==> config.mk <==
export PLATFORM = sky130hd
export DESIGN_NAME = lr35902_vram_arb
export DESIGN_NICKNAME = d
export VERILOG_FILES = /design/src/rtl/lr35902_vram_arb_pkg.sv /design/src/rtl/lr35902_vram_prio.sv /design/src/rtl/lr35902_vram_arb.sv
export SDC_FILE = /design/constraint.sdc
export NUM_CORES = 1
export LEC_CHECK = 0
export CORE_ASPECT_RATIO = 0.7
export CORE_MARGIN = 4
export CORE_UTILIZATION = 36
export CTS_CLUSTER_SIZE = 16
export DETAILED_ROUTE_END_ITERATION = 10
export PLACE_DENSITY_LB_ADDON = 0.3
export SETUP_SLACK_MARGIN = 0.02
export SLEW_MARGIN = 20
export SYNTH_ARGS = -nofsm -noshare
export SYNTH_HDL_FRONTEND = slang
export SYNTH_SLANG_ARGS = --single-unit
==> constraint.sdc <==
create_clock -name clk -period 2.4 [get_ports clk]
set_input_delay 0.36 -clock clk [delete_from_list [all_inputs] [get_ports clk]]
set_output_delay 0.36 -clock clk [all_outputs]
set_load 0.1 [all_outputs]
==> src/rtl/lr35902_vram_arb_pkg.sv <==
// VRAM arbiter shared types: FSM states, requester IDs,
// read-data select codes and the locked-read default.
package lr35902_vram_arb_pkg;

  typedef enum logic [2:0] {
    S_IDLE,
    S_RD,
    S_RD_DONE,
    S_WR,
    S_WR_HOLD
  } state_t;

  typedef enum logic [1:0] {
    ID_PPU = 2'd0,
    ID_DMA = 2'd1,
    ID_CPU = 2'd2
  } req_id_t;

  typedef enum logic [1:0] {
    RSEL_ZERO,
    RSEL_DOUT,
    RSEL_LOCK
  } rsel_t;

  localparam logic [7:0] LOCK_RDATA_DEF = 8'hff;

  function automatic logic [2:0] id_onehot(req_id_t id);
    return 3'b001 << id;
  endfunction

endpackage

==> src/rtl/lr35902_vram_prio.sv <==
// Fixed-priority one-hot picker: bit0 (PPU) > bit1 (DMA) > bit2 (CPU).
// Ports: req[2:0] requests in, gnt[2:0] one-hot grant out (0 if idle).
module lr35902_vram_prio (
  input  logic [2:0] req,
  output logic [2:0] gnt
);

  always_comb begin
    gnt = 3'b000;
    if (req[0])
      gnt = 3'b001;
    else if (req[1])
      gnt = 3'b010;
    else if (req[2])
      gnt = 3'b100;
  end

endmodule

==> src/rtl/lr35902_vram_arb.sv <==
// Single-port 8 KiB VRAM arbiter: PPU > DMA > CPU, edge-style strobes.
// Ports: ppu/dma read req+adr -> ack/rvalid; cpu req/we/adr/wdata ->
//   ack/rvalid; ppu_lock blocks CPU; rdata shared; vram_* drive the RAM.
module lr35902_vram_arb
  import lr35902_vram_arb_pkg::*;
#(
  parameter int         ADR_W      = 13,
  parameter logic [7:0] LOCK_RDATA = LOCK_RDATA_DEF
) (
  input  logic             clk,
  input  logic             reset,
  input  logic             ppu_req,
  input  logic [ADR_W-1:0] ppu_adr,
  output logic             ppu_ack,
  output logic             ppu_rvalid,
  input  logic             dma_req,
  input  logic [ADR_W-1:0] dma_adr,
  output logic             dma_ack,
  output logic             dma_rvalid,
  input  logic             cpu_req,
  input  logic             cpu_we,
  input  logic [ADR_W-1:0] cpu_adr,
  input  logic [7:0]       cpu_wdata,
  output logic             cpu_ack,
  output logic             cpu_rvalid,
  input  logic             ppu_lock,
  output logic [7:0]       rdata,
  output logic [ADR_W-1:0] vram_adr,
  output logic [7:0]       vram_din,
  output logic             vram_read,
  output logic             vram_write,
  input  logic [7:0]       vram_dout
);

  state_t     state_q, state_d;
  req_id_t    who_q, who_d;
  logic       dummy_q, dummy_d;
  logic       grant;
  logic [2:0] gnt;

  logic [ADR_W-1:0] adr_q;
  logic [7:0]       din_q;

  logic       rd_d, wr_d;
  logic [2:0] ack_q, ack_d;
  logic [2:0] rv_q, rv_d;
  rsel_t      rsel_q, rsel_d;

  lr35902_vram_prio u_prio (
    .req ({cpu_req, dma_req, ppu_req}),
    .gnt (gnt)
  );

  always_comb begin
    state_d = state_q;
    who_d   = who_q;
    dummy_d = dummy_q;
    grant   = 1'b0;
    unique case (state_q)
      S_RD: state_d = S_RD_DONE;
      S_WR: state_d = S_WR_HOLD;
      default: begin
        state_d = S_IDLE;
        if (|gnt) begin
          grant   = 1'b1;
          // Lock is only looked at here; later changes
          // do not affect the access already granted.
          dummy_d = gnt[2] & ppu_lock;
          state_d = (gnt[2] && cpu_we) ? S_WR : S_RD;
          unique case (1'b1)
            gnt[0]:  who_d = ID_PPU;
            gnt[1]:  who_d = ID_DMA;
            default: who_d = ID_CPU;
          endcase
        end
      end
    endcase
  end

  // Outputs are registered: derive them from the next state.
  always_comb begin
    rd_d   = (state_d == S_RD) && !dummy_d;
    wr_d   = (state_d == S_WR) && !dummy_d;
    ack_d  = 3'b000;
    rv_d   = 3'b000;
    rsel_d = RSEL_ZERO;
    if (state_d == S_RD || state_d == S_WR)
      ack_d = id_onehot(who_d);
    if (state_d == S_RD_DONE) begin
      rv_d   = id_onehot(who_d);
      rsel_d = dummy_d ? RSEL_LOCK : RSEL_DOUT;
    end
  end

  always_ff @(posedge clk) begin
    if (reset) begin
      state_q    <= S_IDLE;
      who_q      <= ID_PPU;
      dummy_q    <= 1'b0;
      vram_read  <= 1'b0;
      vram_write <= 1'b0;
      ack_q      <= 3'b000;
      rv_q       <= 3'b000;
      rsel_q     <= RSEL_ZERO;
    end else begin
      state_q    <= state_d;
      who_q      <= who_d;
      dummy_q    <= dummy_d;
      vram_read  <= rd_d;
      vram_write <= wr_d;
      ack_q      <= ack_d;
      rv_q       <= rv_d;
      rsel_q     <= rsel_d;
    end
  end

  // No reset: a write cut short by reset still
  // commits because adr/din stay put as write falls.
  always_ff @(posedge clk) begin
    if (!reset && grant) begin
      unique case (1'b1)
        gnt[0]:  adr_q <= ppu_adr;
        gnt[1]:  adr_q <= dma_adr;
        default: adr_q <= cpu_adr;
      endcase
      if (gnt[2] && cpu_we)
        din_q <= cpu_wdata;
    end
  end

  assign vram_adr   = adr_q;
  assign vram_din   = din_q;
  assign ppu_ack    = ack_q[ID_PPU];
  assign dma_ack    = ack_q[ID_DMA];
  assign cpu_ack    = ack_q[ID_CPU];
  assign ppu_rvalid = rv_q[ID_PPU];
  assign dma_rvalid = rv_q[ID_DMA];
  assign cpu_rvalid = rv_q[ID_CPU];

  always_comb begin
    unique case (rsel_q)
      RSEL_DOUT: rdata = vram_dout;
      RSEL_LOCK: rdata = LOCK_RDATA;
      default:   rdata = 8'h00;
    endcase
  end

endmodule

==> impl_metrics.xml <==
<?xml version="1.0" encoding="UTF-8"?>
<metrics>
  <group name="sta">
    <metric name="rsz0062_at_grt" unit="">no</metric>
    <metric name="hold_viol_final" unit="">0</metric>
    <metric name="setup_viol" unit="">0</metric>
    <metric name="maxSlewViolCount" unit="">0</metric>
    <metric name="maximum_operating_frequency" unit="MHz">529</metric>
    <metric name="clock-skew-final" unit="ns">0.00116</metric>
    <metric name="relSlewSlack" unit="%">34.3</metric>
    <metric name="post-route-period-util" unit="%">78.7</metric>
    <metric name="tightest_slew" unit="ns">0.980</metric>
    <metric name="timing.final.crit_period" unit="ns">1.89</metric>
    <metric name="fin_ws" unit="ns">0.511</metric>
    <metric name="hold_slack" unit="ns">0.439</metric>
  </group>
  <group name="cts">
    <metric name="clock-sinks" unit="">37</metric>
    <metric name="cts_setup_buffers" unit="">0</metric>
    <metric name="cts_root_buffer" unit="">sky130_fd_sc_hd__clkbuf_8</metric>
    <metric name="clk_path_buf_depth" unit="">2</metric>
    <metric name="cts_inserted_buffers" unit="">5</metric>
    <metric name="cts_hold_repair.buffers" unit="">0</metric>
    <metric name="clkLatencyLatePin" unit="ns">0.28</metric>
    <metric name="cts_max_level" unit="">2</metric>
    <metric name="cts_resized" unit="">0</metric>
    <metric name="cts_tree" unit="">built</metric>
    <metric name="clk_transition_reported_paths" unit="ns">0.07</metric>
  </group>
  <group name="routing">
    <metric name="route.antenna.remaining_nets" unit="">0</metric>
    <metric name="wl_per_cell" unit="um">14.3</metric>
    <metric name="via_per_inst" unit="">4.58</metric>
    <metric name="wirelength" unit="um">4190</metric>
    <metric name="first_pass_iters" unit="">4</metric>
    <metric name="drc" unit="">0</metric>
    <metric name="dr_total_vias" unit="">1347</metric>
    <metric name="1st_iter_drt_viols" unit="">56</metric>
  </group>
  <group name="worst_setup_path">
    <metric name="setup.worst_path.end_class" unit="">output port</metric>
    <metric name="crit_fanout" unit="">8</metric>
    <metric name="critical_path_class" unit="">flop to output port</metric>
    <metric name="cp.required" unit="ns">2.04</metric>
    <metric name="crit_arrival" unit="ns">1.53</metric>
    <metric name="setup.worst_path.start" unit="">rsel_q[0]$_SDFF_PP0_</metric>
    <metric name="launch_point_of_the_worst_reg_to_reg_path" unit="">state_q[0]$_SDFF_PP0_</metric>
    <metric name="startpoint_type" unit="">flop</metric>
  </group>
  <group name="min_path">
    <metric name="worst_hold_path_type" unit="">flop to flop</metric>
    <metric name="timing.hold.worst.start" unit="">dummy_q$_SDFF_PP0_</metric>
  </group>
  <group name="synth">
    <metric name="synth_most_common_cell" unit="">sky130_fd_sc_hd__edfxtp_1</metric>
    <metric name="postSynthRegisterBits" unit="">37</metric>
    <metric name="postSynth.asyncResetShare" unit="%">0</metric>
    <metric name="yosys-top-cells-area" unit="">sky130_fd_sc_hd__edfxtp_1, sky130_fd_sc_hd__dfxtp_1, sky130_fd_sc_hd__mux2i_1</metric>
    <metric name="synth_cell_type_count" unit="">27</metric>
    <metric name="synth_largest_type_area_fraction" unit="%">40.0</metric>
    <metric name="synth-seq-area-share" unit="%">60.4</metric>
    <metric name="synth_fp_nets" unit="">206</metric>
    <metric name="synth_enable_flop_cells" unit="">21</metric>
    <metric name="synth_top_area_cell" unit="">sky130_fd_sc_hd__edfxtp_1</metric>
    <metric name="netlist_top_cells_count" unit="">sky130_fd_sc_hd__edfxtp_1, sky130_fd_sc_hd__dfxtp_1, sky130_fd_sc_hd__nand2_1, sky130_fd_sc_hd__nor2_1, sky130_fd_sc_hd__o21ai_0</metric>
    <metric name="postSynth.topFlopCell" unit="">sky130_fd_sc_hd__edfxtp_1</metric>
    <metric name="syn-mean-instance-area" unit="um^2">11.1</metric>
    <metric name="synth.cell_area" unit="um^2">1580</metric>
    <metric name="yosysWarningCount" unit="">0</metric>
    <metric name="postSynthCellCount" unit="">142</metric>
  </group>
  <group name="layout">
    <metric name="share_of_post_route_cells_with_drive_strength_above_1" unit="%">22.3</metric>
    <metric name="nets" unit="">305</metric>
    <metric name="layout_utilization" unit="%">66.5</metric>
    <metric name="insertedDiodeCount" unit="">0</metric>
    <metric name="postLayoutCellArea" unit="um^2">2700</metric>
    <metric name="syn_to_final_growth" unit="%">71.6</metric>
  </group>
  <group name="placed_design">
    <metric name="detailedPlace.worstSlack" unit="ns">0.300</metric>
    <metric name="place.port_buffers" unit="">98</metric>
    <metric name="dp_hpwl" unit="um">3510</metric>
    <metric name="place.gp.congestion" unit="">0.869</metric>
    <metric name="placed_cell_area" unit="um^2">2610</metric>
  </group>
  <group name="die">
    <metric name="num_rows" unit="">19</metric>
    <metric name="initial_utilization" unit="%">38.8</metric>
    <metric name="design.core.area" unit="um^2">4070</metric>
    <metric name="fp.dieArea" unit="um^2">5520</metric>
    <metric name="io_pins" unit="">99</metric>
    <metric name="die_h" unit="um">63.3</metric>
    <metric name="die_width" unit="um">87.1</metric>
  </group>
  <group name="global_route">
    <metric name="grt_first_pass_wirelength" unit="um">6540</metric>
    <metric name="antenna_found_initial" unit="">0</metric>
    <metric name="overflow" unit="">0</metric>
    <metric name="first_global_vias" unit="">1331</metric>
    <metric name="track_usage" unit="%">15.7</metric>
    <metric name="maximum_number_of_pins_on_one_net_before_global_route_repair" unit="">32</metric>
  </group>
  <group name="power_and_ir_drop">
    <metric name="power.ir.vdd_worst" unit="mV">0.359</metric>
    <metric name="leakagePower" unit="nW">1.08</metric>
    <metric name="power-per-cell-area" unit="nW/um^2">577</metric>
  </group>
  <group name="outcome">
    <metric name="run_status" unit="">finished clean</metric>
  </group>
  <group name="job">
    <metric name="max_cap_viol_count" unit="">0</metric>
  </group>
</metrics>
state kept, by name, summed over array words and instances (netlist names):
register    cells
ack_q           3
dummy_q         1
rsel_q          2
rv_q            3
state_q         3
vram_adr       13
vram_din        8
vram_read       1
vram_write      1
who_q           2
final cells by class:
class | count | area, um^2
clock buffers | 8 | 90.1
fillers | 314 | 1360
inverters | 3 | 11.3
multi-input cells | 92 | 567
flip-flops and latches | 37 | 951
well taps | 52 | 65.1
repair buffers | 102 | 1020
kinds of logic (layout without fill, tap and decap cells):
family	count (synthesis)	in the layout	synth area share (%)
and+or+nand+nor	51	51	16.9
adders and majority gates	2	2	1.59
DFF	37	37	60.4
AOI/OAI and AO/OA	26	26	8.90
muxes	13	13	8.26
buffers and inverters	13	113	3.97
critical path: stages (launching register included):
cell and delay [ns]:
sky130_fd_sc_hd__dfxtp_1 0.33, sky130_fd_sc_hd__inv_1 0.05, sky130_fd_sc_hd__ha_1 0.40, sky130_fd_sc_hd__nor2_1 0.26, sky130_fd_sc_hd__buf_12 0.21
layer usage:
metal | GRT usage, % | part of all wire [%] | routed length [um]
met1 | 20.3 | 44 | 1830
met2 | 24.9 | 47 | 1990
met3 | 4.17 | 7.8 | 329
met4 | 5.84 | 1.2 | 51
met5 | 0 | 0 | 0
layout by cell type (no fill, tap or decap), types with 3 or more instances in the layout:
master,instances
sky130_fd_sc_hd__mux2i_1,13
sky130_fd_sc_hd__buf_4,33
sky130_fd_sc_hd__nand2_1,15
sky130_fd_sc_hd__edfxtp_1,21
sky130_fd_sc_hd__a21oi_1,10
sky130_fd_sc_hd__dfxtp_1,16
sky130_fd_sc_hd__o21ai_0,14
sky130_fd_sc_hd__nor3b_1,4
sky130_fd_sc_hd__inv_1,3
sky130_fd_sc_hd__clkbuf_8,6
sky130_fd_sc_hd__nor3_1,6
sky130_fd_sc_hd__buf_12,8
sky130_fd_sc_hd__nor2_1,14
sky130_fd_sc_hd__clkdlybuf4s50_1,61
through the flow:
step	instances	power, W	TNS [ns]
finish	294	0.00156	0
floorplan	142	0.000981	-0.230
detailed placement	286	0.00114	0
CTS	294	0.00157	0
global placement	286	0.00114	0
global route	294	0.00162	0
where the power goes:
part	switching, W	total (W)	leakage, nW	internal [W]
clock	0.000198	0.000432	0.0455	0.000234
combinational	0.000254	0.000411	0.705	0.000157
sequential	0.0000109	0.000716	0.327	0.000705
total	0.000463	0.00156	1.08	0.00110
worst paths after layout:
path                            slack, ns                    end  depth (start not counted)
worst max-delay path                 0.51               rdata[5]                          4
worst min-delay path                 0.44   rsel_q[0]$_SDFF_PP0_                          1
worst max register to register       0.66  vram_adr[4]$_DFFE_PP_                          2
worst min register to register       0.44   rsel_q[0]$_SDFF_PP0_                          1
(Power assumes the default switching activity.)
